[src/rtl/mem_pkg.sv]
// Purpose: command encodings, FSM state type and a decode helper for the memory port arbiter.
// Latency: none (types and constants only).
// Backpressure: none.
package mem_pkg;

  typedef logic [1:0] cmd_t;

  localparam cmd_t MNONE  = 2'b00;
  localparam cmd_t MREAD  = 2'b01;
  localparam cmd_t MWRITE = 2'b10;
  localparam cmd_t MILL   = 2'b11;  // illegal; behaves as MNONE but flags err

  typedef enum logic [1:0] {
    IDLE   = 2'b00,
    ACCESS = 2'b01,
    DONE   = 2'b10
  } state_t;

  // A requester only competes for the RAM with a read or a write.
  function automatic logic cmd_active(input cmd_t c);
    return (c == MREAD) || (c == MWRITE);
  endfunction

endpackage

[src/rtl/mem_port_arbiter_if.sv]
// Purpose: bundles both requester ports and the RAM port of the memory port arbiter.
// Latency: none (wiring only).
// Backpressure: requesters hold cmd until ack; the arbiter never drops a request.
// Modports: slave = arbiter side, master = requester/RAM side.
interface mem_port_arbiter_if
  import mem_pkg::*;
#(
  parameter int AW = 9,
  parameter int DW = 16
);

  cmd_t          req0_cmd;
  logic [AW-1:0] req0_addr;
  logic [DW-1:0] req0_wdata;
  logic          req0_ack;
  logic [DW-1:0] req0_rdata;

  cmd_t          req1_cmd;
  logic [AW-1:0] req1_addr;
  logic [DW-1:0] req1_wdata;
  logic          req1_ack;
  logic [DW-1:0] req1_rdata;

  cmd_t          ram_cmd;
  logic [AW-1:0] ram_addr;
  logic [DW-1:0] ram_wdata;
  logic [DW-1:0] ram_rdata;

  modport slave (
    input  req0_cmd, req0_addr, req0_wdata,
    output req0_ack, req0_rdata,
    input  req1_cmd, req1_addr, req1_wdata,
    output req1_ack, req1_rdata,
    output ram_cmd, ram_addr, ram_wdata,
    input  ram_rdata
  );

  modport master (
    output req0_cmd, req0_addr, req0_wdata,
    input  req0_ack, req0_rdata,
    output req1_cmd, req1_addr, req1_wdata,
    input  req1_ack, req1_rdata,
    input  ram_cmd, ram_addr, ram_wdata,
    output ram_rdata
  );

endinterface

[src/rtl/rr_arb2.sv]
// Purpose: two-way picker with a last_grant register; fixed_pri forces requester 0 on ties.
// Latency: combinational pick; last_grant updates on the clock edge of each grant.
// Backpressure: grant_en gates the history update so only real grants move the pointer.
// Ports: clk/rst_n, fixed_pri, req[1:0], grant_en in; gnt_id, any out.
module rr_arb2 (
  input  logic       clk,
  input  logic       rst_n,
  input  logic       fixed_pri,
  input  logic [1:0] req,
  input  logic       grant_en,
  output logic       gnt_id,
  output logic       any
);

  logic last_q;

  always_comb begin
    any    = |req;
    gnt_id = 1'b0;
    case (req)
      2'b10:   gnt_id = 1'b1;
      // Tie: round-robin hands it to whoever was not served last.
      2'b11:   gnt_id = fixed_pri ? 1'b0 : ~last_q;
      default: gnt_id = 1'b0;
    endcase
  end

  // Reset to 1 so requester 0 wins the first tie.
  always_ff @(posedge clk or negedge rst_n) begin
    if (!rst_n) begin
      last_q <= 1'b1;
    end else if (grant_en && any) begin
      last_q <= gnt_id;
    end
  end

endmodule

[src/rtl/mem_port_arbiter.sv]
// Purpose: shares one single-port synchronous RAM between two masters (IDLE -> ACCESS x RAM_LAT -> DONE).
// Latency: request seen in IDLE cycle T is acked in cycle T+RAM_LAT+1; one transaction per RAM_LAT+2 cycles.
// Backpressure: the loser and any request arriving while busy simply wait with cmd held; nothing is dropped.
// Ports: clk, reset (async, active-low), bus (requesters + RAM, slave modport), busy, grant_id, err.
module mem_port_arbiter
  import mem_pkg::*;
#(
  parameter int AW        = 9,
  parameter int DW        = 16,
  parameter int RAM_LAT   = 1,
  parameter int FIXED_PRI = 0
) (
  input  logic                clk,
  input  logic                reset,
  mem_port_arbiter_if.slave   bus,
  output logic                busy,
  output logic                grant_id,
  output logic                err
);

  localparam logic [2:0] LAST = 3'(RAM_LAT - 1);

  state_t        state_q, state_d;
  logic [2:0]    cnt_q;
  cmd_t          cmd_q;
  logic [AW-1:0] addr_q;
  logic [DW-1:0] wdata_q;
  logic          gid_q;
  logic          err_q;

  logic          pick;
  logic          any_req;
  logic [DW-1:0] done_rdata;

  rr_arb2 u_arb (
    .clk       (clk),
    .rst_n     (reset),
    .fixed_pri (FIXED_PRI != 0),
    .req       ({cmd_active(bus.req1_cmd), cmd_active(bus.req0_cmd)}),
    .grant_en  (state_q == IDLE),
    .gnt_id    (pick),
    .any       (any_req)
  );

  always_comb begin
    state_d = state_q;
    case (state_q)
      IDLE:    if (any_req) state_d = ACCESS;
      ACCESS:  if (cnt_q == LAST) state_d = DONE;
      DONE:    state_d = IDLE;
      default: state_d = IDLE;
    endcase
  end

  always_ff @(posedge clk or negedge reset) begin
    if (!reset) begin
      state_q <= IDLE;
      cnt_q   <= '0;
      cmd_q   <= MNONE;
      addr_q  <= '0;
      wdata_q <= '0;
      gid_q   <= 1'b0;
      err_q   <= 1'b0;
    end else begin
      state_q <= state_d;
      // The winner's command is captured here so later input changes cannot disturb the access.
      if (state_q == IDLE && any_req) begin
        gid_q   <= pick;
        cnt_q   <= '0;
        cmd_q   <= pick ? bus.req1_cmd   : bus.req0_cmd;
        addr_q  <= pick ? bus.req1_addr  : bus.req0_addr;
        wdata_q <= pick ? bus.req1_wdata : bus.req0_wdata;
      end else if (state_q == ACCESS && cnt_q != LAST) begin
        cnt_q <= cnt_q + 3'd1;
      end
      if (state_q == IDLE && (bus.req0_cmd == MILL || bus.req1_cmd == MILL)) begin
        err_q <= 1'b1;
      end
    end
  end

  // Writes return zero data; reads return whatever the RAM delivered for the last ACCESS cycle.
  assign done_rdata = (cmd_q == MREAD) ? bus.ram_rdata : '0;

  always_comb begin
    bus.ram_cmd    = MNONE;
    bus.req0_ack   = 1'b0;
    bus.req1_ack   = 1'b0;
    bus.req0_rdata = '0;
    bus.req1_rdata = '0;
    if (state_q == ACCESS) begin
      bus.ram_cmd = cmd_q;
    end
    if (state_q == DONE) begin
      if (gid_q) begin
        bus.req1_ack   = 1'b1;
        bus.req1_rdata = done_rdata;
      end else begin
        bus.req0_ack   = 1'b1;
        bus.req0_rdata = done_rdata;
      end
    end
  end

  assign bus.ram_addr  = addr_q;
  assign bus.ram_wdata = wdata_q;
  assign busy          = (state_q != IDLE);
  assign grant_id      = gid_q;
  assign err           = err_q;

endmodule

[src/flat_wrapper.sv]
// flat-port wrapper written by rule: the top's interface ports become plain ports
module mem_port_arbiter_flat import mem_pkg::*;
#(
  parameter int AW        = 9,
  parameter int DW        = 16,
  parameter int RAM_LAT   = 1,
  parameter int FIXED_PRI = 0
)
  (clk, reset, busy, grant_id, err, bus_req0_cmd, bus_req0_addr, bus_req0_wdata, bus_req0_ack, bus_req0_rdata, bus_req1_cmd, bus_req1_addr, bus_req1_wdata, bus_req1_ack, bus_req1_rdata, bus_ram_cmd, bus_ram_addr, bus_ram_wdata, bus_ram_rdata);
  mem_port_arbiter_if #(.AW(AW), .DW(DW)) bus_i ();
  input  logic clk;
  input  logic reset;
  output logic busy;
  output logic grant_id;
  output logic err;
  input wire logic [$bits(bus_i.req0_cmd)-1:0] bus_req0_cmd;
  input wire logic [$bits(bus_i.req0_addr)-1:0] bus_req0_addr;
  input wire logic [$bits(bus_i.req0_wdata)-1:0] bus_req0_wdata;
  output wire logic [$bits(bus_i.req0_ack)-1:0] bus_req0_ack;
  output wire logic [$bits(bus_i.req0_rdata)-1:0] bus_req0_rdata;
  input wire logic [$bits(bus_i.req1_cmd)-1:0] bus_req1_cmd;
  input wire logic [$bits(bus_i.req1_addr)-1:0] bus_req1_addr;
  input wire logic [$bits(bus_i.req1_wdata)-1:0] bus_req1_wdata;
  output wire logic [$bits(bus_i.req1_ack)-1:0] bus_req1_ack;
  output wire logic [$bits(bus_i.req1_rdata)-1:0] bus_req1_rdata;
  output wire logic [$bits(bus_i.ram_cmd)-1:0] bus_ram_cmd;
  output wire logic [$bits(bus_i.ram_addr)-1:0] bus_ram_addr;
  output wire logic [$bits(bus_i.ram_wdata)-1:0] bus_ram_wdata;
  input wire logic [$bits(bus_i.ram_rdata)-1:0] bus_ram_rdata;
  assign bus_i.req0_cmd = bus_req0_cmd;
  assign bus_i.req0_addr = bus_req0_addr;
  assign bus_i.req0_wdata = bus_req0_wdata;
  assign bus_req0_ack = bus_i.req0_ack;
  assign bus_req0_rdata = bus_i.req0_rdata;
  assign bus_i.req1_cmd = bus_req1_cmd;
  assign bus_i.req1_addr = bus_req1_addr;
  assign bus_i.req1_wdata = bus_req1_wdata;
  assign bus_req1_ack = bus_i.req1_ack;
  assign bus_req1_rdata = bus_i.req1_rdata;
  assign bus_ram_cmd = bus_i.ram_cmd;
  assign bus_ram_addr = bus_i.ram_addr;
  assign bus_ram_wdata = bus_i.ram_wdata;
  assign bus_i.ram_rdata = bus_ram_rdata;
  mem_port_arbiter #(.AW(AW), .DW(DW), .RAM_LAT(RAM_LAT), .FIXED_PRI(FIXED_PRI)) u_core (.clk(clk), .reset(reset), .bus(bus_i), .busy(busy), .grant_id(grant_id), .err(err));
endmodule
[config.mk]
export PLATFORM = sky130hd
export DESIGN_NAME = mem_port_arbiter_flat
export DESIGN_NICKNAME = d
export VERILOG_FILES = /design/src/rtl/mem_pkg.sv /design/src/rtl/mem_port_arbiter_if.sv /design/src/rtl/rr_arb2.sv /design/src/rtl/mem_port_arbiter.sv /design/src/flat_wrapper.sv
export SDC_FILE = /design/constraint.sdc
export NUM_CORES = 1
export LEC_CHECK = 0
export CAP_MARGIN = 20
export CORE_UTILIZATION = 39
export CTS_CLUSTER_DIAMETER = 120
export DETAILED_ROUTE_END_ITERATION = 8
export PLACE_DENSITY = 0.86
export SLEW_MARGIN = 10
export SYNTH_ARGS = -nofsm -noshare
export SYNTH_HDL_FRONTEND = slang
export SYNTH_SLANG_ARGS = --single-unit
[constraint.sdc]
create_clock -name clk -period 2.6 [get_ports clk]
set_clock_uncertainty 0.2 [all_clocks]
set_input_delay 0.39 -clock clk [delete_from_list [all_inputs] [get_ports clk]]
set_output_delay 0.39 -clock clk [all_outputs]
set_load 0.02 [all_outputs]
==> results.tsv <==
stage	metric	value	unit
route	m1WireLength	1920	um
flow_run	max_cap_viol_count	0	
global_route	grt_pass1_wl	8220	um
pwr	p_leak	1.71	nW
placed_design	hpwl	4260	um
die	row_count	26	
route	dr.pass1.iters	4	
yosys	syn_nets	240	
critical_path	cp.required	2.01	ns
timing	finalWorstSetupSlack	0.121	ns
critical_path	r2r-start	u_core.u_arb.last_q$_DFFE_PN1P_	
route	antenna_left	0	
route	top_layer	met4	
final_layout	multi_input_area	1090	sq um
outcome	failed_checks	negative hold slack	
timing	slew_headroom	47.6	%
placed_design	place.gp.congestion	0.742	
pwr	p_comb_share	59.0	%
route	first_iter_violations	19	
clocking	worstSkewPairLatency	0.28	ns
clocking	cts_buffers	5	
global_route	grt_max_degree	36	
timing	worst_pin_slew	0.785	ns
timing	setup_tns	0	ns
global_route	antenna_found_initial	0	
clocking	cts_setup_buffers	0	
critical_path	cp-end-kind	output pin	
critical_path	reg2reg_depth	4	
critical_path	worstSetupPathType	reg -> out	
die	die_w	74.6	um
placed_design	dp_slack	0.0639	ns
yosys	synth-seq-area-share	42.7	%
pwr	power.share.sequential	29.4	%
yosys	avgSynthCellArea	12.5	sq um
route	wl_per_cell	14.2	um
clocking	cts_max_path_buffers	2	
route	wl_met2	2660	um
timing	holdWs	-0.0162	ns
outcome	outcome	finished with violations	
critical_path	r2r_slack	0.77	ns
final_layout	areaGrowthSynthToFinish	75.0	%
timing	setup_viol	0	
die	ioPinCount	136	
global_route	grt_util_all_layers	19.9	%
pwr	p_per_area	891	nW/um^2
yosys	ys.warnings.count	0	
critical_path	crit_fanout	17	
placed_design	portBuffers	135	
route	drc_errors	0	
hold_path	worstHoldPathType	in -> async	
final_layout	fillers	394	
pwr	pwr-share-clk	11.6	%
timing	slew_viol_final	0	
global_route	grt_pass1_vias	1771	
pwr	p_total	3.20	mW
clocking	htreeDepth	2	
timing	rsz0062_at_grt	no	
route	vias	1831	
die	start_util	40.5	%
route	met3_length	606	um
critical_path	r2r_end	u_core.bus.ram_wdata[0]$_DFFE_PN0P_	
yosys	yosysUniqueCellTypes	26	
pwr	power_switching	1.17	mW
route	drt-total-wl	5310	um
route	avgViaCountPerCell	4.90	
final_layout	regArea	877	sq um
clocking	clkTransAtPathRegs	0.07	ns
pwr	p_int	2.03	mW
critical_path	arrival	1.89	ns
yosys	synthFlopType	dfrtp_1	
critical_path	startpoint_type	flip-flop	
yosys	synth-seq-cells	35	
yosys	synth_area	2050	sq um
final_layout	drive_above_1_share	23.7	%
final_layout	diodes	0	
clocking	root_buffer	clkbuf_8	
die	die_area	5560	sq um
global_route	grt_overflow	0	
clocking	cts_sinks	35	
yosys	synth-edff-count	0	
timing	post-route-period-util	95.3	%
pwr	irDropWorstVdd	562	uV
timing	period_needed	2.48	ns
timing	hold_viol	19	
die	dieHeight	74.6	um
clocking	cts_tree	yes	
pwr	swShare	36.7	%
final_layout	final_nets	379	
yosys	synth_cells	164	
critical_path	startpoint	u_core.state_q[0]$_DFFE_PN0P_	
timing	fmax	403	MHz
die	coreArea	5070	sq um
yosys	synthArstFlopShare	100	%
-- power by group through the flow --
stage	clock [mW]	sequential, mW	combinational [mW]
after CTS	0.390	0.943	1.91
after global placement	0	0.940	1.88
final	0.372	0.941	1.89
after global routing	0.417	0.980	2.00
after floorplan	0	1.20	0.825
after detailed placement	0	0.953	1.91
-- area by class of cell --
cell class / count / share of cell area (%)
Tap cell: 70 / 2.44
Multi-Input combinational cell: 115 / 30.4
Clock buffer: 7 / 2.12
Clock inverter: 1 / 0.139
Inverter: 3 / 0.313
Timing Repair Buffer: 143 / 40.2
Sequential cell: 35 / 24.4
-- cell usage in the layout (no fill, tap or decap) --
cell             count
a21bo_1              1
a21oi_1              1
a31oi_1              1
and2_1               2
and3_1              32
and3b_2              1
buf_12               2
buf_2                1
buf_4                6
clkbuf_1             2
clkbuf_8             5
clkdlybuf4s50_1    129
clkinv_2             1
dfrtp_1             34
dfstp_2              1
dlymetal6s2s_1       5
ha_1                 4
inv_1                3
mux2_2              35
mux2_4              19
mux2i_1              1
nand2b_1             1
nand3_1              3
nor2_1               3
nor2b_1              2
nor3b_1              2
o21ai_0              3
o21ai_2              1
o21bai_1             1
o2bb2ai_1            2
-- worst max-delay path, cell delays in order, from the launching register on --
cell	delay, ns
dfrtp_1	0.40
and3b_2	0.39
and3_1	0.21
clkdlybuf4s50_1	0.60
-- layer usage --
metal  GRT usage [%]  vias up
li1                -      873
met1            20.3      847
met2            36.8      101
met3            6.50       10
met4            8.60        0
met5               0        -
-- Yosys cell counts (all sizes together) (3+ instances only) --
cell | number | area share [%]
mux2 | 54 | 33
ha | 4 | 2.4
inv | 3 | 0.55
clkbuf | 6 | 1.1
nand3 | 3 | 0.73
nor2 | 3 | 0.55
buf | 5 | 2.5
and3 | 32 | 9.8
o21ai | 4 | 1.2
dfrtp | 34 | 41
-- flip-flops by register name (all words and copies together) (netlist names) --
signal,flops
u_core.state_q,2
u_core.u_arb.last_q,1
u_core.grant_id,1
u_core.bus.ram_wdata,16
u_core.bus.ram_addr,9
u_core.cnt_q,3
u_core.err,1
u_core.cmd_q,2
-- per-stage QoR --
| step | std cells | hold slack (ns) | utilization (%) | instance area, sq um |
|---|---|---|---|---|
| floorplan | 164 | -0.106 | - | 2050 |
| global placement | 366 | 0.247 | 68.9 | 3500 |
| detailed placement | 366 | 0.255 | 68.9 | 3500 |
| CTS | 374 | 0.0134 | 70.6 | 3580 |
| global route | 374 | 0.0541 | 70.8 | 3590 |
| finish | 374 | -0.0162 | 70.8 | 3590 |
-- worst max-delay path by stage --
stage,end,cells past startpoint
2_1_floorplan,bus_req0_rdata[10],3
3_3_place_gp,u_core.bus.ram_wdata[1]$_DFFE_PN0P_,6
3_5_place_dp,u_core.bus.ram_wdata[0]$_DFFE_PN0P_,6
4_1_cts,bus_req0_rdata[9],4
5_1_grt,bus_req0_rdata[8],4
6_report,bus_req1_rdata[9],3
-- cell families after synthesis --
family                     synth area share [%]
AOI/OAI and AO/OA                          3.41
and+or+nand+nor                            13.7
muxes                                      33.6
adders and majority gates                  2.44
DFF                                        42.7
buffers and inverters                      4.14
-- timing repair --
action                                  CTS  global route
pin swaps                                 0             0
hold buffers                              0             0
endpoints found under the setup margin   15             5
gates resized for setup                   1             5
No activity file was read; power rests on OpenSTA's default activity.
